<file path="src/rtl/fp_sb_pkg.sv">
// rtl/fp_sb_pkg.sv - shared encodings for the FP hazard scoreboard
package fp_sb_pkg;

  localparam logic [1:0] FWD_REG     = 2'b00;
  localparam logic [1:0] FWD_PIPE    = 2'b01;
  localparam logic [1:0] FWD_DS      = 2'b10;
  localparam logic [1:0] FWD_PIPE_M1 = 2'b11;

  localparam logic WB_SRC_PIPE = 1'b0;
  localparam logic WB_SRC_DS   = 1'b1;

  typedef enum logic {
    IDLE = 1'b0,
    BUSY = 1'b1
  } ds_state_e;

  function automatic int lat_max(input int a, input int b);
    return (a > b) ? a : b;
  endfunction

endpackage

</file>
<file path="src/rtl/fp_divsqrt_tracker.sv">
// rtl/fp_divsqrt_tracker.sv - occupancy, countdown and destination of the unpipelined div/sqrt unit
module fp_divsqrt_tracker
  import fp_sb_pkg::*;
#(
  parameter int RN_W     = 5,
  parameter int DIV_LAT  = 12,
  parameter int SQRT_LAT = 16,
  parameter int REM_W    = $clog2(lat_max(DIV_LAT, SQRT_LAT))
) (
  input  logic             clk,
  input  logic             clrn,
  input  logic             start_i,
  input  logic             sqrt_i,
  input  logic [RN_W-1:0]  fd_i,
  output logic             busy_o,
  output logic [REM_W-1:0] rem_o,
  output logic [RN_W-1:0]  ds_rn_o,
  output logic             wb_o
);

  ds_state_e        state_q;
  logic [REM_W-1:0] rem_q;
  logic [RN_W-1:0]  rn_q;

  // A new op may start in the write-back cycle (rem==0) of the previous one.
  always_ff @(posedge clk or negedge clrn) begin
    if (!clrn) begin
      state_q <= IDLE;
      rem_q   <= '0;
      rn_q    <= '0;
    end else if (start_i) begin
      state_q <= BUSY;
      rem_q   <= sqrt_i ? REM_W'(SQRT_LAT - 1) : REM_W'(DIV_LAT - 1);
      rn_q    <= fd_i;
    end else if (state_q == BUSY) begin
      if (rem_q == '0) state_q <= IDLE;
      else             rem_q   <= rem_q - REM_W'(1);
    end
  end

  assign busy_o  = (state_q == BUSY);
  assign rem_o   = rem_q;
  assign ds_rn_o = rn_q;
  assign wb_o    = busy_o && (rem_q == '0);

endmodule

</file>
<file path="src/rtl/fp_hazard_scoreboard.sv">
// rtl/fp_hazard_scoreboard.sv - FP stall, forward selects and write-back tags for the ID stage
// Optional FP_SWC1_EARLY_FWD_EN: swc1 store data forwards from stage FP_STAGES-1 instead of stalling.
module fp_hazard_scoreboard
  import fp_sb_pkg::*;
#(
  parameter int RN_W      = 5,
  parameter int FP_STAGES = 3,
  parameter int DIV_LAT   = 12,
  parameter int SQRT_LAT  = 16
) (
  input  logic            clk,
  input  logic            clrn,
  input  logic            id_pipe,
  input  logic            id_div,
  input  logic            id_sqrt,
  input  logic            id_use_fs,
  input  logic            id_use_ft,
  input  logic            id_swc1,
  input  logic [RN_W-1:0] id_fs,
  input  logic [RN_W-1:0] id_ft,
  input  logic [RN_W-1:0] id_fd,
  input  logic            ext_stall,
  output logic            stall_fp,
  output logic [1:0]      fwd_fs_sel,
  output logic [1:0]      fwd_ft_sel,
  output logic            ds_busy,
  output logic            wb_valid,
  output logic [RN_W-1:0] wb_rn,
  output logic            wb_src
);

  localparam int N     = FP_STAGES;
  localparam int REM_W = $clog2(lat_max(DIV_LAT, SQRT_LAT));

  logic [N:1]      v_q, v_d;
  logic [RN_W-1:0] rn_q [1:N];
  logic [RN_W-1:0] rn_d [1:N];

  logic             iss;
  logic [REM_W-1:0] rem;
  logic [RN_W-1:0]  ds_rn;
  logic             ds_wb;
  logic             rem_zero;
  logic             ds_fs, ds_ft;
  logic [N:1]       m_fs, m_ft, m_ft_stall;
  logic             st_src, st_ds, st_struct, st_port, st_waw;

  assign iss = (id_pipe | id_div | id_sqrt) & ~stall_fp & ~ext_stall;

  fp_divsqrt_tracker #(
    .RN_W     (RN_W),
    .DIV_LAT  (DIV_LAT),
    .SQRT_LAT (SQRT_LAT),
    .REM_W    (REM_W)
  ) u_ds (
    .clk     (clk),
    .clrn    (clrn),
    .start_i (iss & (id_div | id_sqrt)),
    .sqrt_i  (id_sqrt),
    .fd_i    (id_fd),
    .busy_o  (ds_busy),
    .rem_o   (rem),
    .ds_rn_o (ds_rn),
    .wb_o    (ds_wb)
  );

  // Tag pipe mirrors the datapath, which never stalls: a bubble enters when nothing issues.
  always_comb begin
    v_d[1]  = iss & id_pipe;
    rn_d[1] = id_fd;
    for (int k = 2; k <= N; k++) begin
      v_d[k]  = v_q[k-1];
      rn_d[k] = rn_q[k-1];
    end
  end

  always_ff @(posedge clk or negedge clrn) begin
    if (!clrn) begin
      v_q <= '0;
      for (int k = 1; k <= N; k++) rn_q[k] <= '0;
    end else begin
      v_q <= v_d;
      for (int k = 1; k <= N; k++) rn_q[k] <= rn_d[k];
    end
  end

  always_comb begin
    m_fs = '0;
    m_ft = '0;
    for (int k = 1; k <= N; k++) begin
      m_fs[k] = v_q[k] && (rn_q[k] == id_fs) && id_use_fs;
      m_ft[k] = v_q[k] && (rn_q[k] == id_ft) && id_use_ft;
    end
  end

  assign rem_zero = (rem == '0);
  assign ds_fs    = ds_busy && (ds_rn == id_fs) && id_use_fs;
  assign ds_ft    = ds_busy && (ds_rn == id_ft) && id_use_ft;

`ifdef FP_SWC1_EARLY_FWD_EN
  always_comb begin
    m_ft_stall = m_ft;
    if (id_swc1) m_ft_stall[N-1] = 1'b0;
  end
`else
  logic [2:0] unused_ok;
  assign unused_ok  = {id_swc1, FWD_PIPE_M1};
  assign m_ft_stall = m_ft;
`endif

  assign st_src    = (|m_fs[N-1:1]) | (|m_ft_stall[N-1:1]);
  assign st_ds     = (ds_fs | ds_ft) & ~rem_zero;
  assign st_struct = (id_div | id_sqrt) & ds_busy & ~rem_zero;
  // Pipe issued now reaches stage N exactly when the div/sqrt result writes back.
  assign st_port   = id_pipe & ds_busy & (rem == REM_W'(N));
  assign st_waw    = id_pipe & ds_busy & (ds_rn == id_fd) & (rem > REM_W'(N));
  assign stall_fp  = st_src | st_ds | st_struct | st_port | st_waw;

  assign fwd_fs_sel = m_fs[N]             ? FWD_PIPE :
                      (ds_fs && rem_zero) ? FWD_DS   : FWD_REG;

`ifdef FP_SWC1_EARLY_FWD_EN
  // The younger in-flight write wins when both N-1 and N hold the store-data register.
  assign fwd_ft_sel = (id_swc1 && m_ft[N-1]) ? FWD_PIPE_M1 :
                      m_ft[N]                ? FWD_PIPE    :
                      (ds_ft && rem_zero)    ? FWD_DS      : FWD_REG;
`else
  assign fwd_ft_sel = m_ft[N]             ? FWD_PIPE :
                      (ds_ft && rem_zero) ? FWD_DS   : FWD_REG;
`endif

  assign wb_valid = v_q[N] | ds_wb;
  assign wb_src   = v_q[N] ? WB_SRC_PIPE : (ds_wb ? WB_SRC_DS : WB_SRC_PIPE);
  assign wb_rn    = v_q[N] ? rn_q[N] : (ds_wb ? ds_rn : '0);

endmodule
</file>
<file path="config.mk">
export PLATFORM = sky130hd
export DESIGN_NAME = fp_hazard_scoreboard
export DESIGN_NICKNAME = d
export VERILOG_FILES = /design/src/rtl/fp_sb_pkg.sv /design/src/rtl/fp_divsqrt_tracker.sv /design/src/rtl/fp_hazard_scoreboard.sv
export SDC_FILE = /design/constraint.sdc
export NUM_CORES = 1
export LEC_CHECK = 0
export CAP_MARGIN = 30
export CORE_MARGIN = 4
export CORE_UTILIZATION = 54
export CTS_CLUSTER_DIAMETER = 50
export DETAILED_ROUTE_END_ITERATION = 10
export GPL_TIMING_DRIVEN = 0
export HOLD_SLACK_MARGIN = 0.08
export PLACE_DENSITY = 0.82
export SETUP_SLACK_MARGIN = 0.3
export SLEW_MARGIN = 20
export SYNTH_ARGS = -nofsm -noshare
export SYNTH_HDL_FRONTEND = slang
export SYNTH_SLANG_ARGS = --single-unit
</file>
<file path="constraint.sdc">
create_clock -name clk -period 3.8 [get_ports clk]
set_input_delay 0.38 -clock clk [delete_from_list [all_inputs] [get_ports clk]]
set_output_delay 0.38 -clock clk [all_outputs]
set_load 0.05 [all_outputs]
</file>
==> results of run 1 <==
==> worst max-delay path by stage <==
| stage | startpoint | end | slack, ps | depth (start not counted) |
|---|---|---|---|---|
| 2_1_floorplan | u_ds.busy_o | fwd_fs_sel[1] | 450 | 4 |
| 3_5_place_dp | id_fs[2] | stall_fp | 420 | 7 |
| 4_1_cts | id_fs[2] | stall_fp | 410 | 7 |
| 3_3_place_gp | id_fs[2] | stall_fp | 460 | 7 |
| 6_report | id_fs[2] | stall_fp | 400 | 7 |
| 5_1_grt | id_fs[2] | stall_fp | 320 | 7 |
==> through the flow <==
stage	util [%]	cell area [µm²]	total power [W]	hold WS (ps)	cells
5_1_grt	72.2	2040	0.00126	446	218
4_1_cts	72.2	2040	0.00119	434	218
3_3_place_gp	70.1	1980	0.000973	398	213
3_5_place_dp	70.0	1980	0.000993	401	213
6_report	72.2	2040	0.00119	429	218
2_1_floorplan	-	1650	0.000835	84.4	152
==> final cells by class <==
class / instances / area [µm²] / share of cell area, %
plain buffers: 7 / 33.8 / 1.65
clock buffers: 3 / 22.5 / 1.10
clock inverters: 1 / 30.0 / 1.47
inverters: 2 / 7.51 / 0.368
multi-input cells: 115 / 903 / 44.2
flip-flops and latches: 28 / 701 / 34.3
well taps: 31 / 38.8 / 1.90
repair buffers: 31 / 305 / 15.0
==> logic make-up after synthesis <==
logic type | after synthesis
buf+inv | 9
fa+ha+maj | 2
compound gates | 14
simple gates | 48
flops | 28
xor+xnor | 46
mux | 5
==> routing by layer <==
layer  wire length [µm]  vias up  share of wire [%]  track usage (%)
met4                113        0                2.9             10.5
met5                  0        -                  0                0
li1                   -      598                  -                -
met3                182       14                4.7             3.73
met2               2000       41                 51             36.8
met1               1600      629                 41             24.3
==> critical path, stage by stage <==
cell and delay, ps:
clkdlybuf4s50_1 530, xor2_1 220, or4_4 560, nor3_2 200, nor3_2 100, o2111ai_1 170, clkdlybuf4s50_1 860
==> cell usage in the layout, fill, tap and decap left out, types with 3 or more instances in the layout <==
| master | instances |
|---|---|
| nand3_1 | 6 |
| nand2_1 | 10 |
| nor2_1 | 7 |
| clkdlybuf4s50_1 | 29 |
| clkbuf_2 | 5 |
| clkbuf_4 | 3 |
| xnor2_1 | 39 |
| dfrtp_1 | 28 |
| mux2_4 | 5 |
| nand4_1 | 7 |
| nor3b_1 | 3 |
| nor3_2 | 3 |
| a22o_1 | 5 |
| nor4_1 | 3 |
| xor2_1 | 7 |
==> sequential cells by signal, indices dropped and copies added, names as in the netlist <==
signal        flops
rn_q              5
v_q               3
u_ds.rem_o        4
rn_d             10
u_ds.ds_rn_o      5
u_ds.busy_o       1
==> repair_timing <==
action,CTS,global route
hold buffers,1,0
endpoints found under the hold margin,28,0
gates resized for setup,0,0
==> where the power goes <==
| part | leakage [nW] | switching, W | internal, W |
|---|---|---|---|
| Clock | 0.0279 | 0.0000900 | 0.000107 |
| Sequential | 0.330 | 0.0000889 | 0.000364 |
| Combinational | 0.429 | 0.000286 | 0.000251 |
| Total | 0.787 | 0.000465 | 0.000721 |
==> qor.yml, run 1 <==
grt:
  grt_antenna_before_repair: 0
  grt_overflow: 0
  grt_max_degree: 29
  track_usage_pct: 20.9
  grt_first_pass_wirelength_um: 6560
  grt_pass1_vias: 1422
clocking:
  cts_buffer_depth: 2
  clkLatencyLatePin_ps: 330
  tritoncts: "yes"
  cts_buffers: 3
  root_buffer: "clkbuf_4"
  cts_setup_buffers: 0
  clk_pin_slew_ps: 150
  cts.sinks: 28
  cts_max_level: 1
logic_synthesis:
  synth.area.top_cells: "dfrtp_1 (43%), xnor2_1 (21%), mux2_4 (4.6%), xor2_1 (3.7%), a22o_1 (2.7%)"
  synth_cell_types: 31
  synth_fa_ha_area_share_pct: 1.52
  synth_top_family_by_area: "XOR/XNOR gates"
  synthesis.nets: 178
  synth_compound_area_share_pct: 6.69
  yosys_register_bits: 28
  yosys.area.top_type: "dfrtp_1"
  seq_area_frac_synth_pct: 42.6
  synthCells: 152
  synth_top_area_share_pct: 42.6
  ys_warn_count: 0
  synth_most_common_cell: "xnor2_1"
  synth.area.mux_share_pct: 4.56
  synth-edff-count: 0
  synthArstFlopShare_pct: 100
  synthXorXnorAreaFrac_pct: 24.5
  avgSynthCellArea_um2: 10.8
  synthSimpleGateAreaFrac_pct: 17.6
  ys.flop_type: "dfrtp_1"
  synthTopCellsByCount: "xnor2_1 (39), dfrtp_1 (28), nand2_1 (10)"
  syn_area_um2: 1650
final_layout:
  syn_to_final_growth_pct: 24.1
  nets: 214
  fillers: 222
  n_antenna_cell: 0
  final_layout_size_suffix_gt1_share_pct: 12.3
floorplanning:
  fp.dieH_um: 63.2
  start_util_pct: 58.2
  dieWidth_um: 63.2
  core_area_um2: 2830
  dieArea_um2: 3990
  fp-row-count: 19
  ios: 37
worst_setup_path:
  reg2reg_from: "u_ds.rem_o[0]"
  cp.arrival_ps: 3020
  r2r-end: "u_ds.ds_rn_o[0]"
  rrSetupSlack_ps: 1600
  endpoint_kind: "primary output"
  start_kind: "input pin"
  ff2ff_path_depth: 7
  critical_path_class: "in2out"
  critical_path.max_fanout: 4
  crit_required_ps: 3420
timing:
  worstMarginPinSlew_ps: 625
  clock_skew_ps: 10.3
  max_freq_mhz: 294
  hold_viol_final: 0
  finalCritPeriodShare_pct: 89.5
  finalSetupTns_ps: 0
  min_period_ps: 3400
  max_slew_margin_pct: 58.4
  fin_ws_ps: 399
  finalSetupViolCount: 0
  rsz0062_at_grt: "false"
  slew_violations: 0
run:
  cap_violations: 0
drt:
  wire_per_inst_um: 17.9
  vias_per_cell: 5.88
  ant_nets: 0
  dr.first_iter.drc_count: 66
  route.detailed.drc: 0
  wl_um: 3900
  dr.pass1.iters: 4
  vias: 1282
min_path:
  whs_endpoint: "v_q[3]"
  min_path_type: "reg2reg"
  holdPathStages: 0
  hp-start: "v_q[2]"
outcome:
  status: "finished clean"
power:
  power_density_nw_per_um2: 581
  leakagePower_nw: 0.787
  ir_drop_v: 0.000378
placement:
  routabilityCongestion: 0.908
  io_buffers: 30
  dp_hpwl_um: 3030
  dp_slack_ps: 417
No activity file was read; power rests on OpenSTA's default activity.
==> run 2: changes to the inputs <==
--- a/config.mk
+++ b/config.mk
@@ -18,3 +18,4 @@
 export SYNTH_ARGS = -nofsm -noshare
 export SYNTH_HDL_FRONTEND = slang
 export SYNTH_SLANG_ARGS = --single-unit
+export TNS_END_PERCENT = 20
==> results of run 2 <==
Final layout, timing and power as in run 1 (identical DEF).
